[src/rtl/bin2bcd_pkg.sv]
// Shared types and constants for the iterative binary-to-BCD converter.
// Signed mode is selected with the BIN2BCD_SIGNED_EN macro (see bin2bcd_iter).
package bin2bcd_pkg;

    typedef enum logic [1:0] {
        IDLE  = 2'd0,
        SHIFT = 2'd1,
        DONE  = 2'd2
    } state_t;

    localparam int BCD_DIGIT_W = 4;
    localparam logic [BCD_DIGIT_W-1:0] ADD3_THRESHOLD = 4'd5;
    localparam logic [BCD_DIGIT_W-1:0] ADD3_VALUE     = 4'd3;

    // Wide enough to count from 0 up to and including bin_w.
    function automatic int cnt_width(input int bin_w);
        return $clog2(bin_w + 1);
    endfunction

endpackage

[src/rtl/bin2bcd_iter_if.sv]
// Request/result bundle of bin2bcd_iter; master drives Start/Data_Bin, slave returns the result.
interface bin2bcd_iter_if
    import bin2bcd_pkg::*;
#(
    parameter int BIN_W  = 16,
    parameter int DIGITS = 5
);

    logic                          Start;
    logic [BIN_W-1:0]              Data_Bin;
    logic                          Busy;
    logic                          Done;
    logic [BCD_DIGIT_W*DIGITS-1:0] Data_BCD;
    logic                          Sign;
    logic                          Ovf;

    modport master (
        output Start, Data_Bin,
        input  Busy, Done, Data_BCD, Sign, Ovf
    );

    modport slave (
        input  Start, Data_Bin,
        output Busy, Done, Data_BCD, Sign, Ovf
    );

endinterface

[src/rtl/bcd_digit_adj.sv]
// Double-dabble correction for one BCD digit: digits of 5 or more get +3 before the shift.
module bcd_digit_adj
    import bin2bcd_pkg::*;
(
    input  logic [BCD_DIGIT_W-1:0] digit_in,
    output logic [BCD_DIGIT_W-1:0] digit_out
);

    assign digit_out = (digit_in >= ADD3_THRESHOLD) ? (digit_in + ADD3_VALUE) : digit_in;

endmodule

[src/rtl/bin2bcd_iter.sv]
// Iterative (one bit per cycle) double-dabble binary-to-BCD converter.
// Define BIN2BCD_SIGNED_EN to treat Data_Bin as two's complement and report Sign.
module bin2bcd_iter
    import bin2bcd_pkg::*;
#(
    parameter int BIN_W  = 16,
    parameter int DIGITS = 5
) (
    input logic           Sys_CLK,
    input logic           Sys_RST,
    bin2bcd_iter_if.slave bus
);

    localparam int ACC_W = BCD_DIGIT_W * DIGITS;
    localparam int CNT_W = cnt_width(BIN_W);
    localparam logic [CNT_W-1:0] LAST_BIT = CNT_W'(BIN_W - 1);

    state_t           state;
    logic [BIN_W-1:0] shreg;
    logic [BIN_W-1:0] load_val;
    logic [ACC_W-1:0] acc;
    logic [ACC_W-1:0] adj_acc;
    logic [CNT_W-1:0] cnt;
    logic             ovf_acc;

`ifdef BIN2BCD_SIGNED_EN
    logic sign_acc;

    // The magnitude is taken as unsigned BIN_W bits, so the most negative value fits.
    assign load_val = bus.Data_Bin[BIN_W-1] ? (~bus.Data_Bin + BIN_W'(1)) : bus.Data_Bin;
`else
    assign load_val = bus.Data_Bin;
    assign bus.Sign = 1'b0;
`endif

    for (genvar g = 0; g < DIGITS; g++) begin : g_digit
        bcd_digit_adj u_adj (
            .digit_in  (acc[g*BCD_DIGIT_W +: BCD_DIGIT_W]),
            .digit_out (adj_acc[g*BCD_DIGIT_W +: BCD_DIGIT_W])
        );
    end

    always_ff @(posedge Sys_CLK) begin
        if (Sys_RST) begin
            state        <= IDLE;
            shreg        <= '0;
            acc          <= '0;
            cnt          <= '0;
            ovf_acc      <= 1'b0;
            bus.Busy     <= 1'b0;
            bus.Done     <= 1'b0;
            bus.Data_BCD <= '0;
            bus.Ovf      <= 1'b0;
`ifdef BIN2BCD_SIGNED_EN
            sign_acc     <= 1'b0;
            bus.Sign     <= 1'b0;
`endif
        end else begin
            bus.Done <= 1'b0;
            case (state)
                IDLE: begin
                    if (bus.Start) begin
                        shreg    <= load_val;
                        acc      <= '0;
                        cnt      <= '0;
                        ovf_acc  <= 1'b0;
`ifdef BIN2BCD_SIGNED_EN
                        sign_acc <= bus.Data_Bin[BIN_W-1];
`endif
                        bus.Busy <= 1'b1;
                        state    <= SHIFT;
                    end
                end
                SHIFT: begin
                    // Anything leaving the top digit means the value needs more digits.
                    acc     <= {adj_acc[ACC_W-2:0], shreg[BIN_W-1]};
                    shreg   <= {shreg[BIN_W-2:0], 1'b0};
                    ovf_acc <= ovf_acc | adj_acc[ACC_W-1];
                    cnt     <= cnt + CNT_W'(1);
                    if (cnt == LAST_BIT) begin
                        state <= DONE;
                    end
                end
                DONE: begin
                    bus.Data_BCD <= acc;
                    bus.Ovf      <= ovf_acc;
`ifdef BIN2BCD_SIGNED_EN
                    bus.Sign     <= sign_acc;
`endif
                    bus.Done     <= 1'b1;
                    bus.Busy     <= 1'b0;
                    state        <= IDLE;
                end
                default: begin
                    bus.Busy <= 1'b0;
                    state    <= IDLE;
                end
            endcase
        end
    end

endmodule

[src/flat_wrapper.sv]
// flat-port wrapper written by rule: the top's interface ports become plain ports
module bin2bcd_iter_flat import bin2bcd_pkg::*;
#(
    parameter int BIN_W  = 16,
    parameter int DIGITS = 5
)
  (Sys_CLK, Sys_RST, bus_Start, bus_Data_Bin, bus_Busy, bus_Done, bus_Data_BCD, bus_Sign, bus_Ovf);
  bin2bcd_iter_if #(.BIN_W(BIN_W), .DIGITS(DIGITS)) bus_i ();
  input logic Sys_CLK;
  input logic Sys_RST;
  input wire logic [$bits(bus_i.Start)-1:0] bus_Start;
  input wire logic [$bits(bus_i.Data_Bin)-1:0] bus_Data_Bin;
  output wire logic [$bits(bus_i.Busy)-1:0] bus_Busy;
  output wire logic [$bits(bus_i.Done)-1:0] bus_Done;
  output wire logic [$bits(bus_i.Data_BCD)-1:0] bus_Data_BCD;
  output wire logic [$bits(bus_i.Sign)-1:0] bus_Sign;
  output wire logic [$bits(bus_i.Ovf)-1:0] bus_Ovf;
  assign bus_i.Start = bus_Start;
  assign bus_i.Data_Bin = bus_Data_Bin;
  assign bus_Busy = bus_i.Busy;
  assign bus_Done = bus_i.Done;
  assign bus_Data_BCD = bus_i.Data_BCD;
  assign bus_Sign = bus_i.Sign;
  assign bus_Ovf = bus_i.Ovf;
  bin2bcd_iter #(.BIN_W(BIN_W), .DIGITS(DIGITS)) u_core (.Sys_CLK(Sys_CLK), .Sys_RST(Sys_RST), .bus(bus_i));
endmodule
[config.mk]
export PLATFORM = sky130hd
export DESIGN_NAME = bin2bcd_iter_flat
export DESIGN_NICKNAME = d
export VERILOG_FILES = /design/src/rtl/bin2bcd_pkg.sv /design/src/rtl/bin2bcd_iter_if.sv /design/src/rtl/bcd_digit_adj.sv /design/src/rtl/bin2bcd_iter.sv /design/src/flat_wrapper.sv
export SDC_FILE = /design/constraint.sdc
export NUM_CORES = 1
export LEC_CHECK = 0
export BUFFER_PORTS_ARGS = -buffer_cell sky130_fd_sc_hd__buf_2
export CELL_PAD_IN_SITES_DETAIL_PLACEMENT = 0
export CELL_PAD_IN_SITES_GLOBAL_PLACEMENT = 2
export CORE_MARGIN = 3
export CORE_UTILIZATION = 36
export DETAILED_ROUTE_END_ITERATION = 8
export PLACE_DENSITY_LB_ADDON = 0.1
export REMOVE_ABC_BUFFERS = 1
export SLEW_MARGIN = 40
export SYNTH_ARGS = -nofsm -noshare
export SYNTH_HDL_FRONTEND = slang
export SYNTH_SLANG_ARGS = --single-unit
[constraint.sdc]
create_clock -name Sys_CLK -period 3.9 [get_ports Sys_CLK]
set_input_delay 0.39 -clock Sys_CLK [delete_from_list [all_inputs] [get_ports Sys_CLK]]
set_output_delay 0.39 -clock Sys_CLK [all_outputs]
set_load 0.02 [all_outputs]
; ---- After elaboration in Yosys (flattened, before gate mapping)
; Cells that the tools add are included.
[totals]
reg_bits = 67
in_bits = 19
word_cells = 51
[classes]
add_sub_neg = 6
order_cmp = 5
n_eq_ne = 5
muxes = 19
bitwise_logic = 2
n_reduce_logical = 5
[op_table]
columns = operator, n
row1 = $pmux 20 s2, 1
row2 = $pmux 16 s2, 1
row3 = $add 4x2->4 const B, 5
row4 = $ge 4x3->1 const B, 5
row5 = $mux 20, 1
row6 = $mux 4, 5
row7 = $mux 16, 1
row8 = $pmux 5 s2, 1
row9 = $reduce_and 2->1, 3
row10 = $add 5x1->5 const B, 1
row11 = $eq 5x4->1 const B, 1
row12 = $mux 5, 1
row13 = $mux 2, 2
row14 = $pmux 1 s2, 2
row15 = $pmux 2 s2, 1
row16 = $mux 1, 3
row17 = $eq 2x1->1 const B, 1
row18 = $eq 2x2->1 const B, 1
row19 = $logic_not 2->1, 1
row20 = $ne 2x1->1 const B, 1
row21 = $ne 2x2->1 const B, 1
row22 = $reduce_bool 2->1, 1
row23 = $not 1->1, 1
row24 = $or 1x1->1, 1

; ---- Logic depth before layout (Yosys ltp)
[depth]
ltp_word = 4
depth_mapped = 7

; ---- Hierarchy
; From an unflattened synthesis, not the netlist that was laid out.
[hier_totals]
cells_unflattened = 346
hier_area_um2 = 3026.7
[by_module_without_submodules]
columns = mod, n_inst, cells_each, area_per_inst_um2, seq_area_each_um2
row1 = bin2bcd_iter, 1, 266, 2519.9, 1341.3
row2 = bcd_digit_adj, 5, 16, 101.3, 0.0

; ---- Worst setup path after synthesis
; No wires, ideal clock.
[synth_timing]
path_type = register to register
from = reg u_core.acc[17]
to = reg u_core.acc[18]
setup_ns = 0.074
arrival_ns = 1.407
slack_ns = 2.419
path_stages_with_launch = 7
synth_period_minus_slack_ns = 1.481
path_cell_list = dfxtp_1 -> inv_1 -> ha_1 -> nand2b_1 -> a21oi_1 -> mux2_2 -> o21ai_0
[synth_via]
elab_chain_len = 3
word_cells_on_any_way = 4
[synth_rtl]
columns = element, line_no
row1 = from (decl), bin2bcd_iter.sv:21  ; logic [ACC_W-1:0] acc;
row2 = from (signal assigned), bin2bcd_iter.sv:76  ; acc <= {adj_acc[ACC_W-2:0], shreg[BIN_W-1]};
row3 = $add 4x2->4 or $ge 4x3->1 (tied branches), bcd_digit_adj.sv:9  ; assign digit_out = (digit_in >= ADD3_THRESHOLD) ? (digit_in + ADD3_VALUE) : digit_in;
row4 = $mux 4 (*), bcd_digit_adj.sv:9
row5 = $pmux 20 s2 (*), bin2bcd_iter.sv:60  ; case (state)
; Every way passes the cells marked *; elsewhere a longest branch is shown, timed or not.
; A chain may end at the register's enable or synchronous reset.

; ---- Worst setup path in the final report
[layout_timing]
from = reg u_core.state[0]
to = reg u_core.acc[16]
[layout_via]
elab_chain_len = 3
word_cells_on_any_way = 6
[layout_rtl]
columns = element, line_no
row1 = from (decl), bin2bcd_iter.sv:18  ; state_t state;
row2 = from (signal assigned), bin2bcd_iter.sv:45  ; state <= IDLE;
row3 = from (signal assigned), bin2bcd_iter.sv:71  ; state <= SHIFT;
row4 = from (signal assigned), bin2bcd_iter.sv:81  ; state <= DONE;
row5 = $eq 2x1->1 or $logic_not 2->1 (tied branches), bin2bcd_iter.sv:60
row6 = $reduce_bool 2->1 (no line) or $ne 2x2->1 (tied branches), n/a
row7 = $reduce_and 2->1 (no line), n/a
; Several ways; a longest one is shown, not always the timed one.

==> flow_metrics.py <==
metrics = {
    "outcome": {
        "run_status": "complete, no violations",
    },
    "placed_design": {
        "weighted_congestion_at_the_end_of_routability_driven_global_placement": 0.728,
        "post-dp-hpwl_mm": 4.32,
        "dpl_worst_slack_ns": 1.84,
        "port-buffer-count": 41,
        "cell_area_after_placement_um2": 3280,
        "dp.cells": 505,
    },
    "detailed_routing": {
        "dr.pass1.iters": 4,
        "detail_route.drc_violations": 0,
        "antenna_left": 0,
        "routedWlPerCell_um": 12.5,
        "dr_total_vias": 2495,
        "drt-total-wl_mm": 6.50,
        "vias_per_inst": 4.79,
        "highest_metal_layer_with_signal_wires": "met4",
        "total_length_of_routed_met2_wires_mm": 3.01,
        "met3_length_um": 200,
        "routedLengthMet1_mm": 3.20,
        "dr.first_iter.drc_count": 57,
    },
    "sta": {
        "timing.clock.skew_ns": 0.00790,
        "timing.slew.headroom": 0.523,
        "fin_setup_tns_ns": 0,
        "rsz0062_at_grt": "no",
        "final_period_minus_worst_setup_slack_ns": 1.81,
        "timing_max_transition_violations_final": 0,
        "setup_viol": 0,
        "setup_ws_ns": 2.09,
        "hold_viol_final": 0,
        "fmax_mhz": 553,
        "worst_hold_slack_ns": 0.404,
        "period_share": 0.463,
        "worst-slew-pin-transition_ns": 0.715,
    },
    "pwr": {
        "pwr_density_cell_nw_per_um2": 406,
        "power_mw": 1.42,
        "leakagePower_nw": 1.43,
        "max-vdd-ir-drop_mv": 0.150,
    },
    "die": {
        "die_width_um": 98.7,
        "start_util": 0.374,
        "fp-row-count": 33,
        "die_h_um": 98.7,
        "floorplan.die_area_um2": 9740,
        "core_um2": 8260,
        "io-pin-count": 43,
    },
    "cells_and_area": {
        "area_occupied_by_multi_input_gates_um2": 1540,
        "antenna_cells": 0,
        "area_growth_syn_to_layout_pct": 13.0,
        "drive_above_1_share": 0.163,
        "fin_util": 0.423,
        "net_total_in_the_final_layout": 442,
        "layout.area.seq_um2": 1340,
        "fillCellCount": 886,
        "layout.cells.non_filler": 521,
        "fin_area_um2": 3490,
    },
    "clock_network": {
        "cts_clk_pin_slew_worst_paths_ns": 0.07,
        "number_of_setup_buffers_added_after_cts": 0,
        "ctsRootBufferMaster": "clkbuf_8",
        "cts_tree": "yes",
        "cts_made_buffers": 9,
        "sink_count_of_the_clock_tree": 67,
        "h-tree-depth": 3,
        "cts.path.max_buffers": 2,
        "clock_insertion_delay_at_the_later_pin_of_the_skew_report_ns": 0.33,
        "cts_hold_buffers": 0,
        "cts_resized": 0,
    },
    "global_route": {
        "first_global_vias": 2446,
        "grt_pass1_wl_mm": 11.0,
        "grt_max_degree": 39,
        "initial_antenna_violation_count": 0,
        "grt_usage": 0.138,
        "gr-total-overflow": 0,
    },
    "worst_setup_path": {
        "timing.critical_path.cells": "buf_4 > nor2b_2 > nand2b_1 > o31ai_1",
        "slowest_stage": "nor2b_2",
        "path_max_fanout": 38,
        "worst_setup_path_start_kind": "flop",
        "critPathKind": "flop to flop",
        "critical_path.max_stage_delay_ns": 0.46,
        "arrival_time_worst_endpoint_ns": 2.05,
        "worstPathRequired_ns": 4.14,
        "cpLargestDelayFamily": "simple AND/OR/NAND/NOR gates",
        "critical_path.endpoint_type": "flop",
        "critical_path.n_buffers_inverters": 1,
    },
    "logic_synthesis": {
        "postSynthAreaPerCell_um2": 8.07,
        "yosysMostFrequentCell": "dfxtp_1",
        "post_synthesis_instance_total": 383,
        "mappedNetlistArea_um2": 3090,
        "yosysTopAreaCellShare": 0.434,
        "yosysTopAreaCell": "dfxtp_1",
        "post_synth_main_area_contributors": "dfxtp_1, a21oi_1, nand2_1",
        "synth.cells.most_frequent": "dfxtp_1, nand2_1, nor2_1",
        "synth_warnings": 0,
        "synth.ff_latch_count": 67,
        "yosysUniqueCellTypes": 38,
        "async_set_or_reset_register_ratio_after_synthesis": 0,
        "synth-seq-area-share": 0.434,
        "synth-edff-count": 0,
        "synth-main-ff-cell": "dfxtp_1",
    },
    "hold_path": {
        "path_type_of_the_worst_min_delay_path": "input pin to flop",
    },
    "job": {
        "timing.max_cap.violations": 0,
    },
}
[metal layers]
metal  global-route usage  up-vias
met5                    0        -
met4               0.0567        0
met3               0.0262        8
met2                0.235       33
met1                0.172     1134
li1                     -     1320
[flip-flops by register name, indices dropped and copies added, names as in the netlist]
name / cells
u_core.bus.Done: 1
u_core.bus.Ovf: 1
u_core.state: 2
u_core.ovf_acc: 1
u_core.shreg: 16
u_core.cnt: 5
u_core.bus.Data_BCD: 20
u_core.acc: 20
u_core.bus.Busy: 1
[worst reg2reg max path, stage by stage (launching register included)]
cell,delay (ns)
dfxtp_1,0.31
buf_4,0.31
nor2b_2,0.46
nand2b_1,0.33
o31ai_1,0.32
[placed cells by master (no fill, tap or decap), types with 2 or more instances in the layout]
cell type  instances
a22o_1             4
nor3_1            19
o21ai_0           10
buf_4              2
nand2_1           54
xnor2_1            5
ha_1              12
nor2b_1           14
a211oi_1           2
mux2_2             2
a22oi_1            2
clkbuf_8          12
o31ai_1            4
buf_2             41
xor2_1             5
nor2_1            54
nand2b_1           8
inv_1             13
nor3b_1            2
clkinv_2           2
nand3_1            5
o21ai_1            6
a21oi_1           51
dfxtp_1           66
mux2i_1            4
[report_power, final]
part | leakage [nW] | switching, mW | internal, mW | total [mW]
combinational | 0.776 | 0.0651 | 0.0388 | 0.104
clock | 0.108 | 0.260 | 0.346 | 0.605
sequential | 0.545 | 0.00901 | 0.702 | 0.711
total | 1.43 | 0.334 | 1.09 | 1.42
[worst paths after layout]
path | startpoint | end | slack [ns] | cells past startpoint
setup / recovery | u_core.state[0]$_SDFFE_PP0P_ | u_core.acc[16]$_SDFFE_PP0P_ | 2.09 | 4
hold / removal | bus_Data_Bin[0] | u_core.shreg[0]$_SDFFE_PP0P_ | 0.40 | 4
setup reg to reg | u_core.state[0]$_SDFFE_PP0P_ | u_core.acc[16]$_SDFFE_PP0P_ | 2.09 | 4
hold reg to reg | u_core.bus.Data_BCD[5]$_SDFFE_PP0P_ | u_core.bus.Data_BCD[5]$_SDFFE_PP0P_ | 0.45 | 2
[kinds of logic (layout without fill, tap and decap cells)]
| logic type | after synthesis | after routing | synth area share |
|---|---|---|---|
| flip-flops | 67 | 67 | 0.434 |
| AND/OR/NAND/NOR | 165 | 165 | 0.244 |
| XOR/XNOR | 10 | 10 | 0.0283 |
| adder cells (fa/ha/maj) | 12 | 12 | 0.0486 |
| AO/OA/AOI/OAI | 83 | 83 | 0.154 |
| other | 1 | 1 | 0.00121 |
| buffers and inverters | 39 | 72 | 0.0696 |
| multiplexers | 6 | 6 | 0.0202 |
[final cells by class]
cell class / count / share of cell area
inverter: 13 / 0.0140
sequential: 67 / 0.384
timing repair buffer: 43 / 0.0630
tap: 105 / 0.0376
multi-input combinational: 277 / 0.440
clock buffer: 12 / 0.0473
clock inverter: 4 / 0.0136
Note: power is estimated with default switching activity, not from simulation.
